==> config.mk <==
export PLATFORM = sky130hd
export DESIGN_NAME = mag_comp_serial
export DESIGN_NICKNAME = d
export VERILOG_FILES = /design/src/rtl/mag_comp_serial.sv
export SDC_FILE = /design/constraint.sdc
export NUM_CORES = 1
export LEC_CHECK = 0
export CELL_PAD_IN_SITES_DETAIL_PLACEMENT = 1
export CELL_PAD_IN_SITES_GLOBAL_PLACEMENT = 1
export CORE_MARGIN = 2
export CORE_UTILIZATION = 42
export CTS_BUF_LIST = sky130_fd_sc_hd__clkbuf_8
export DETAILED_ROUTE_END_ITERATION = 6
export GPL_TIMING_DRIVEN = 0
export PLACE_DENSITY = 0.9
export SKIP_CTS_REPAIR_TIMING = 1
export SLEW_MARGIN = 20
export SYNTH_ARGS = -nofsm -noshare
export SYNTH_HDL_FRONTEND = slang
export SYNTH_SLANG_ARGS = --single-unit
export TNS_END_PERCENT = 10
==> constraint.sdc <==
create_clock -name clk -period 2.4 [get_ports clk]
set_input_delay 0.24 -clock clk [delete_from_list [all_inputs] [get_ports clk]]
set_output_delay 0.24 -clock clk [all_outputs]
set_load 0.01 [all_outputs]
==> src/rtl/mag_comp_serial.sv <==
// rtl/mag_comp_serial.sv - serial MSB-first magnitude comparator, signed/unsigned
module mag_comp_serial #(
  parameter int WIDTH = 8,
  parameter int IW    = $clog2(WIDTH)
) (
  input  logic             clk,
  input  logic             rst_n,
  input  logic             start,
  input  logic             signed_mode,
  input  logic             abort,
  input  logic [WIDTH-1:0] a,
  input  logic [WIDTH-1:0] b,
  output logic             busy,
  output logic             done,
  output logic             gt,
  output logic             eq,
  output logic             lt,
  output logic [IW-1:0]    diff_idx
);

  typedef enum logic [1:0] {IDLE, SCAN, DONE} state_t;

  localparam logic [IW-1:0] TOP_IDX = IW'(WIDTH - 1);

  state_t           state;
  state_t           state_nxt;
  logic [WIDTH-1:0] a_q;
  logic [WIDTH-1:0] b_q;
  logic             sm_q;
  logic [IW-1:0]    idx;
  logic             bit_a;
  logic             differ;
  logic             invert;

  // Current bit pair under inspection; the sign bit flips the sense in signed mode
  always_comb begin
    bit_a  = a_q[idx];
    differ = a_q[idx] ^ b_q[idx];
    invert = sm_q && (idx == TOP_IDX);
  end

  // State register
  always_ff @(posedge clk or negedge rst_n) begin
    if (!rst_n) state <= IDLE;
    else        state <= state_nxt;
  end

  // Next-state and status outputs; abort masks done in the same cycle
  always_comb begin
    state_nxt = state;
    busy      = (state != IDLE);
    done      = (state == DONE) && !abort;
    case (state)
      IDLE: if (start) state_nxt = SCAN;
      SCAN: begin
        if (abort)                            state_nxt = IDLE;
        else if (differ || idx == '0)         state_nxt = DONE;
      end
      DONE:    state_nxt = IDLE;
      default: state_nxt = IDLE;
    endcase
  end

  // Operand capture, scan index and result flags
  always_ff @(posedge clk or negedge rst_n) begin
    if (!rst_n) begin
      a_q      <= '0;
      b_q      <= '0;
      sm_q     <= 1'b0;
      idx      <= '0;
      gt       <= 1'b0;
      eq       <= 1'b0;
      lt       <= 1'b0;
      diff_idx <= '0;
    end else begin
      case (state)
        IDLE: begin
          if (start) begin
            a_q      <= a;
            b_q      <= b;
            sm_q     <= signed_mode;
            idx      <= TOP_IDX;
            gt       <= 1'b0;
            eq       <= 1'b0;
            lt       <= 1'b0;
            diff_idx <= '0;
          end
        end
        SCAN: begin
          if (abort) begin
            gt       <= 1'b0;
            eq       <= 1'b0;
            lt       <= 1'b0;
            diff_idx <= '0;
          end else if (differ) begin
            diff_idx <= idx;
            if (bit_a ^ invert) gt <= 1'b1;
            else                lt <= 1'b1;
          end else if (idx == '0) begin
            eq       <= 1'b1;
            diff_idx <= '0;
          end else begin
            idx <= idx - 1'b1;
          end
        end
        DONE: begin
          if (abort) begin
            gt       <= 1'b0;
            eq       <= 1'b0;
            lt       <= 1'b0;
            diff_idx <= '0;
          end
        end
        default: ;
      endcase
    end
  end

endmodule

==> results of run 1 <==
cells in the mapped netlist, drive strengths merged:
| cell | count | area (um^2) |
|---|---|---|
| xor2 | 2 | 25.0 |
| nand3 | 1 | 5.00 |
| mux2i | 4 | 65.1 |
| ha | 3 | 37.5 |
| a32o | 1 | 11.3 |
| or2 | 1 | 6.26 |
| buf | 2 | 15.0 |
| nor4b | 1 | 8.76 |
| a41oi | 1 | 8.76 |
| nor2b | 1 | 6.26 |
| mux2 | 17 | 191 |
| clkbuf | 2 | 7.51 |
| o21ai | 6 | 30.0 |
| nor2 | 7 | 28.8 |
| o31a | 1 | 8.76 |
| nand3b | 1 | 7.51 |
| and3 | 1 | 6.26 |
| dfrtp | 28 | 701 |
| xnor2 | 1 | 8.76 |
| o31ai | 1 | 7.51 |
| o21a | 1 | 7.51 |
| o22ai | 1 | 6.26 |
| or3b | 1 | 8.76 |
| inv | 4 | 15.0 |
| nand2 | 2 | 7.51 |
| mux4 | 4 | 90.1 |
| nor3 | 1 | 5.00 |
| nor3b | 2 | 15.0 |
| a22o | 2 | 17.5 |
logic make-up (layout without fill, tap and decap cells):
logic type	count (synthesis)	in the layout
xor+xnor	3	3
flops	28	28
buf+inv	8	41
compound gates	14	14
mux	25	25
simple gates	19	19
fa+ha+maj	3	3
flip-flops by register name, summed over array words and instances (netlist names):
register  count
a_q           8
b_q           8
diff_idx      3
idx           3
state         2
eq            1
gt            1
lt            1
sm_q          1
final timing paths:
kind | slack [ns] | to | from | depth (start not counted)
worst max-delay path | 0.19 | idx[2] | idx[0] | 6
worst min-delay path | 0.50 | lt | lt | 2
worst max register to register | 0.19 | idx[2] | idx[0] | 6
worst min register to register | 0.50 | lt | lt | 2
max in group asynchronous | 1.46 | a_q[4] | rst_n | 2
min in group asynchronous | 0.52 | gt | rst_n | 2
metrics by stage:
stage / hold WS [ns] / total power [uW]
floorplan: -0.0556 / 1540
global placement: 0.462 / 1770
detailed placement: 0.292 / 1860
CTS: -0.0143 / 2160
global route: 0.522 / 2280
finish: 0.496 / 2130
worst register-to-register path: cells and delay by family (launching register included):
| family | cells | cell delay (ns) |
|---|---|---|
| xor gates and xnor gates | 1 | 0.32 |
| DFF | 1 | 0.38 |
| and+or+nand+nor | 1 | 0.14 |
| buffers and inverters | 1 | 0.16 |
| muxes | 2 | 0.80 |
| AOI/OAI and AO/OA | 1 | 0.31 |
layer usage:
metal	share of wire (%)	track usage (%)
met1	38	20.0
met5	0	0
met4	1.1	4.66
met2	57	37.9
met3	3.3	3.41
power by group:
part | total [uW] | leakage (uW) | internal, uW | switching (uW)
combinational | 1050 | 0.000362 | 533 | 512
clock | 288 | 0.0000288 | 147 | 141
sequential | 797 | 0.000334 | 670 | 127
total | 2130 | 0.000725 | 1350 | 781
area by class of cell:
type / instances / area share, %
buffer: 4 / 1.35
clock buffer: 4 / 3.14
sequential: 28 / 39.9
multi-input combinational: 64 / 35.4
inverter: 4 / 0.855
tap: 44 / 3.14
timing repair buffer: 29 / 16.3
==> reports/metrics.cfg, run 1 <==
[outcome]
status = finished, final reports clean

[final_layout]
areaGrowthSynthToFinish_pct = 29.2
nFillCells = 326
layout_commonest_cell = dfrtp_1
final_cells = 177
drive_above_1_share_pct = 22.6
fin_area_um2 = 1760
seq_area_um2 = 701
antennaDiodeCount = 0
num-nets-final = 158
layout_common_cells = dfrtp_1, clkdlybuf4s50_1, mux2_2, nor2_1, mux2_1
final_util_pct = 57.0
multi_input_comb_area_um2 = 621

[setup_path]
cp-start-kind = register
worstSetupPathType = register to register
end_kind = register
cp_top_family = multiplexers
worst-path-buf-inv = 1
worstPathArrival_ns = 2.37
crit_slowest_cell = mux4_2
worstPathRequired_ns = 2.56
critical-path-max-stage-delay_ns = 0.54
crit_fanout = 8
path_cells = buf_6 > mux4_2 > mux2i_4 > xor2_2 > nor2_2 > o31a_1

[sta]
setup_tns_ns = 0
maxSlewViolCount = 0
fin_worst_skew_ns = 0.00808
period_share_pct = 92.1
setup_viol = 0
hold_violations = 0
tightestPinTransition_ns = 0.626
fmax_mhz = 452
fin_ws_ns = 0.189
rsz0062_at_grt = false
relSlewSlack_pct = 58.2
layout_min_cycle_time_ns = 2.21

[grt]
grt_max_degree = 29
overflow = 0
grt_use_total_pct = 18.9
antenna_found_initial = 0
grt_pass1_wl_um = 4890
grt_pass1_vias = 1016

[flow_run]
cap_violations = 0

[clocking]
clk_path_buf_depth = 2
cts.sinks = 28
clkSlewWorstSetupHoldPaths_ns = 0.10
clkLatencyLatePin_ns = 0.27
cts_tree = built
cts_buffers = 3
htreeDepth = 1
cts-root-buf = clkbuf_8

[die]
io_pins = 29
core_um2 = 3080
start_util_pct = 44.1
dieArea_um2 = 3710
row_count = 20
dieWidth_um = 60.9
die_y_um = 60.9

[drt]
routedWlPerCell_um = 16.9
drt-total-wl_um = 2990
drc = 0
firstDrtPassIters = 4
viasPerCell = 5.19
vias = 919
drt_iter0_drc = 11
ant_nets = 0

[placement]
dpl.hpwl_um = 2340
place_congestion = 0.797
placedInstanceArea_um2 = 1690
numPortBuffers = 28
dp.cells = 172
dp_slack_ns = 0.155

[yosys]
synthMuxAreaShare_pct = 25.5
ys_seq_area_share_pct = 51.6
synth_xor_area_share_pct = 2.49
syn_nets = 124
synth_area_um2 = 1360
synth_top_family_by_area = multiplexers
synth_area_per_cell_um2 = 13.6
synthSimpleGateAreaFrac_pct = 7.73
yosys_warnings = 0
yosysUniqueCellTypes = 36
synth_compound_area_share_pct = 7.18
postSynthCellCount = 100
synth_fa_ha_area_share_pct = 2.76
ys_seq_elements = 28

[power_and_ir_drop]
total_leakage_power_uw = 0.000725
vdd_ir_drop_max_uv = 661
p_per_area_nw_per_um2 = 1210

[hold_path]
hp-class = register to register

No activity file was read; power rests on OpenSTA's default activity.
==> run 2: changes to the inputs <==
ABC_AREA = 1   (was not set)
CORE_UTILIZATION = 39   (was 42)
PLACE_DENSITY = 0.91   (was 0.9)
==> reports/metrics.cfg, run 2 <==
[die]
row_count = 22  ; was 20
die_y_um = 66.2  ; was 60.9 um
start_util_pct = 40.9  ; was 44.1%
dieArea_um2 = 4390  ; was 3710 um^2
dieWidth_um = 66.2  ; was 60.9 um
core_um2 = 3690  ; was 3080 um^2
io_pins = 29  ; unchanged

[drt]
drt-total-wl_um = 3610  ; was 2990 um
routed.top_layer = met4  ; unchanged
firstDrtPassIters = 4  ; unchanged
met2_length_um = 1840  ; was 1710 um
viasPerCell = 4.96  ; was 5.19
drc = 0  ; unchanged
routedWlPerCell_um = 13.1  ; was 16.9 um
vias = 1370  ; was 919
wl_met1_um = 1620  ; was 1140 um
wl_met3_um = 81  ; was 99 um
ant_nets = 0  ; unchanged
drt_iter0_drc = 28  ; was 11

[clocking]
cts_tree = built  ; unchanged
cts_buffers = 3  ; unchanged
clkSlewWorstSetupHoldPaths_ns = 0.10  ; about the same
clk_path_buf_depth = 2  ; unchanged
htreeDepth = 1  ; unchanged
clkLatencyLatePin_ns = 0.28  ; was 0.27 ns
cts-root-buf = clkbuf_8  ; unchanged
cts.sinks = 28  ; unchanged

[final_layout]
drive_above_1_share_pct = 11.8  ; was 22.6%
areaGrowthSynthToFinish_pct = 25.8  ; was 29.2%
layout_common_cells = nand2_1, dfrtp_1, clkdlybuf4s50_1, inv_1, nor2_1  ; was dfrtp_1, clkdlybuf4s50_1, mux2_2, nor2_1, mux2_1
fin_area_um2 = 1900  ; was 1760 um^2
antennaDiodeCount = 0  ; unchanged
num-nets-final = 253  ; was 158
layout_commonest_cell = nand2_1  ; was dfrtp_1
reg_top3 = a_q (8), b_q (8)  ; unchanged

[setup_path]
crit_path_start = abort  ; was idx[0]
cp-start-kind = input pin  ; was register
worstPathArrival_ns = 1.62  ; was 2.37 ns
crit_fanout = 3  ; was 8
path_cells = clkdlybuf4s50_1 > nor2_1 > nand2_1 > inv_1 > clkdlybuf4s50_1  ; was buf_6 > mux4_2 > mux2i_4 > xor2_2 > nor2_2 > o31a_1
crit_slowest_cell = clkdlybuf4s50_1  ; was mux4_2
r2r-start = idx[0]  ; unchanged
rrSetupSlack_ns = 0.57  ; was 0.19 ns
rr_worst_depth = 11  ; was 6
worstPathRequired_ns = 2.16  ; was 2.56 ns
path_common_cell = clkdlybuf4s50_1
critical-path-max-stage-delay_ns = 0.53  ; was 0.54 ns
end_kind = primary output  ; was register
r2r-end = idx[2]  ; unchanged
worstSetupPathType = input pin to primary output  ; was register to register

[yosys]
ys_top_cells_by_area = dfrtp_1, nand2_1, inv_1, nor2_1, a21oi_1  ; was dfrtp_1, mux2_2, mux4_2, mux2_1, mux2i_4
synthMuxAreaShare_pct = 0.746  ; was 25.5%
async_flop_share_pct = 100  ; unchanged
synthSimpleGateAreaFrac_pct = 30.3  ; was 7.73%
synth_area_um2 = 1510  ; was 1360 um^2
yosys.area.top_type = dfrtp_1  ; unchanged
yosysMostFrequentCell = nand2_1  ; was dfrtp_1
yosys_warnings = 0  ; unchanged
synthDominantCellAreaShare_pct = 46.4  ; was 51.6%
synth_flop_cell = dfrtp_1  ; unchanged
synth_xor_area_share_pct = 0.580  ; was 2.49%
ys_seq_area_share_pct = 46.4  ; was 51.6%
synth_compound_area_share_pct = 9.28  ; was 7.18%
syn_nets = 220  ; was 124
synth_top_cells_by_count = nand2_1, dfrtp_1, inv_1  ; was dfrtp_1, mux2_2, nor2_1
postSynthCellCount = 196  ; was 100
synth_area_per_cell_um2 = 7.71  ; was 13.6 um^2
synth_fa_ha_area_share_pct = 2.49  ; was 2.76%
yosysUniqueCellTypes = 24  ; was 36
ys_seq_elements = 28  ; unchanged
synth_top_family_by_area = simple AND/OR/NAND/NOR gates  ; was multiplexers
synth_edf_count = 0  ; unchanged

[placement]
numPortBuffers = 28  ; unchanged
place_congestion = 0.782  ; was 0.797
dpl.hpwl_um = 2640  ; was 2340 um
placedInstanceArea_um2 = 1850  ; was 1690 um^2

[outcome]
status = complete, but fails checks  ; was finished, final reports clean
violations = negative hold slack

[flow_run]
cap_violations = 0  ; unchanged

[grt]
grt_pass1_wl_um = 6490  ; was 4890 um
antenna_found_initial = 0  ; unchanged
grt_max_degree = 29  ; unchanged
overflow = 0  ; unchanged
grt_pass1_vias = 1456  ; was 1,016
grt_use_total_pct = 19.5  ; was 18.9%

[sta]
relSlewSlack_pct = 58.2  ; about the same
fmax_mhz = 537  ; was 452 MHz
tightestPinTransition_ns = 0.626  ; about the same
setup_tns_ns = 0  ; unchanged
setup_viol = 0  ; unchanged
timing.hold.ws_ns = -0.0393  ; was 0.496 ns
maxSlewViolCount = 0  ; unchanged
period_share_pct = 77.6  ; was 92.1%
hold_violations = 28  ; was 0
rsz0062_at_grt = false  ; unchanged
layout_min_cycle_time_ns = 1.86  ; was 2.21 ns
fin_worst_skew_ns = 0.00467  ; was 0.00808 ns

[power_and_ir_drop]
vdd_ir_drop_max_uv = 428  ; was 661 uV
total_leakage_power_uw = 0.000973  ; was 0.000725 uW
p_per_area_nw_per_um2 = 1290  ; was 1210 nW/um^2

[hold_path]
hp-class = input pin to asynchronous set/reset pin  ; was register to register

[run 2: cell types whose count changed in the layout (fill, tap and decap cells not counted), sizes merged, moves of 3 or more]
cell and change:
o21ai +3, a21oi +16, inv +26, nand3 +17, mux2 -16, nor2 +17
nand2 +52, mux4 -4, mux2i -4
[run 2: worst max-delay path by stage]
stage               endpoint  slack (ns)
floorplan             idx[2]        0.84
global placement        done        0.63
detailed placement      done        0.57
CTS                     done        0.53
global route          idx[2]        0.42
finish                  done        0.54
[run 2: kinds of logic after synthesis]
group	Yosys count
compound gates	27
xor+xnor	1
fa+ha+maj	3
buf+inv	36
flops	28
mux	1
simple gates	100
[run 2: cell type report]
type,instances,area [um^2]
Tap cell,48,60.1
Timing Repair Buffer,28,275
Buffer,6,38.8
Multi-Input combinational cell,132,656
Clock buffer,4,55.1
Inverter,30,115
Fill cell,467,1790
Sequential cell,28,701
[run 2: critical path, delay by kind of cell]
family,cells,cell delay [ns]
buffers and inverters,3,1.07
AND/OR/NAND/NOR,2,0.31
[run 2: layer usage]
metal  vias up  GRT usage, %
met4         0          8.42
met5         -             0
li1        673             -
met2        24          34.6
met1       668          23.9
met3         5          1.53
[run 2: through the flow]
step                      setup WS (ns)  instances  hold WS, ns  total power [uW]  utilization [%]
after global routing              0.425        276       0.0115              2710             51.5
after global placement            0.626        272        0.469              2090             50.2
after detailed placement          0.571        272        0.296              2160             50.0
after floorplan                   0.843        196      -0.0556              1760                -
final                             0.537        276      -0.0393              2460             51.5
after CTS                         0.532        276      -0.0129              2490             51.5
[run 2: where the power goes]
part           switching [uW]  internal [uW]
sequential                103            685
combinational             854            517
clock                     154            147
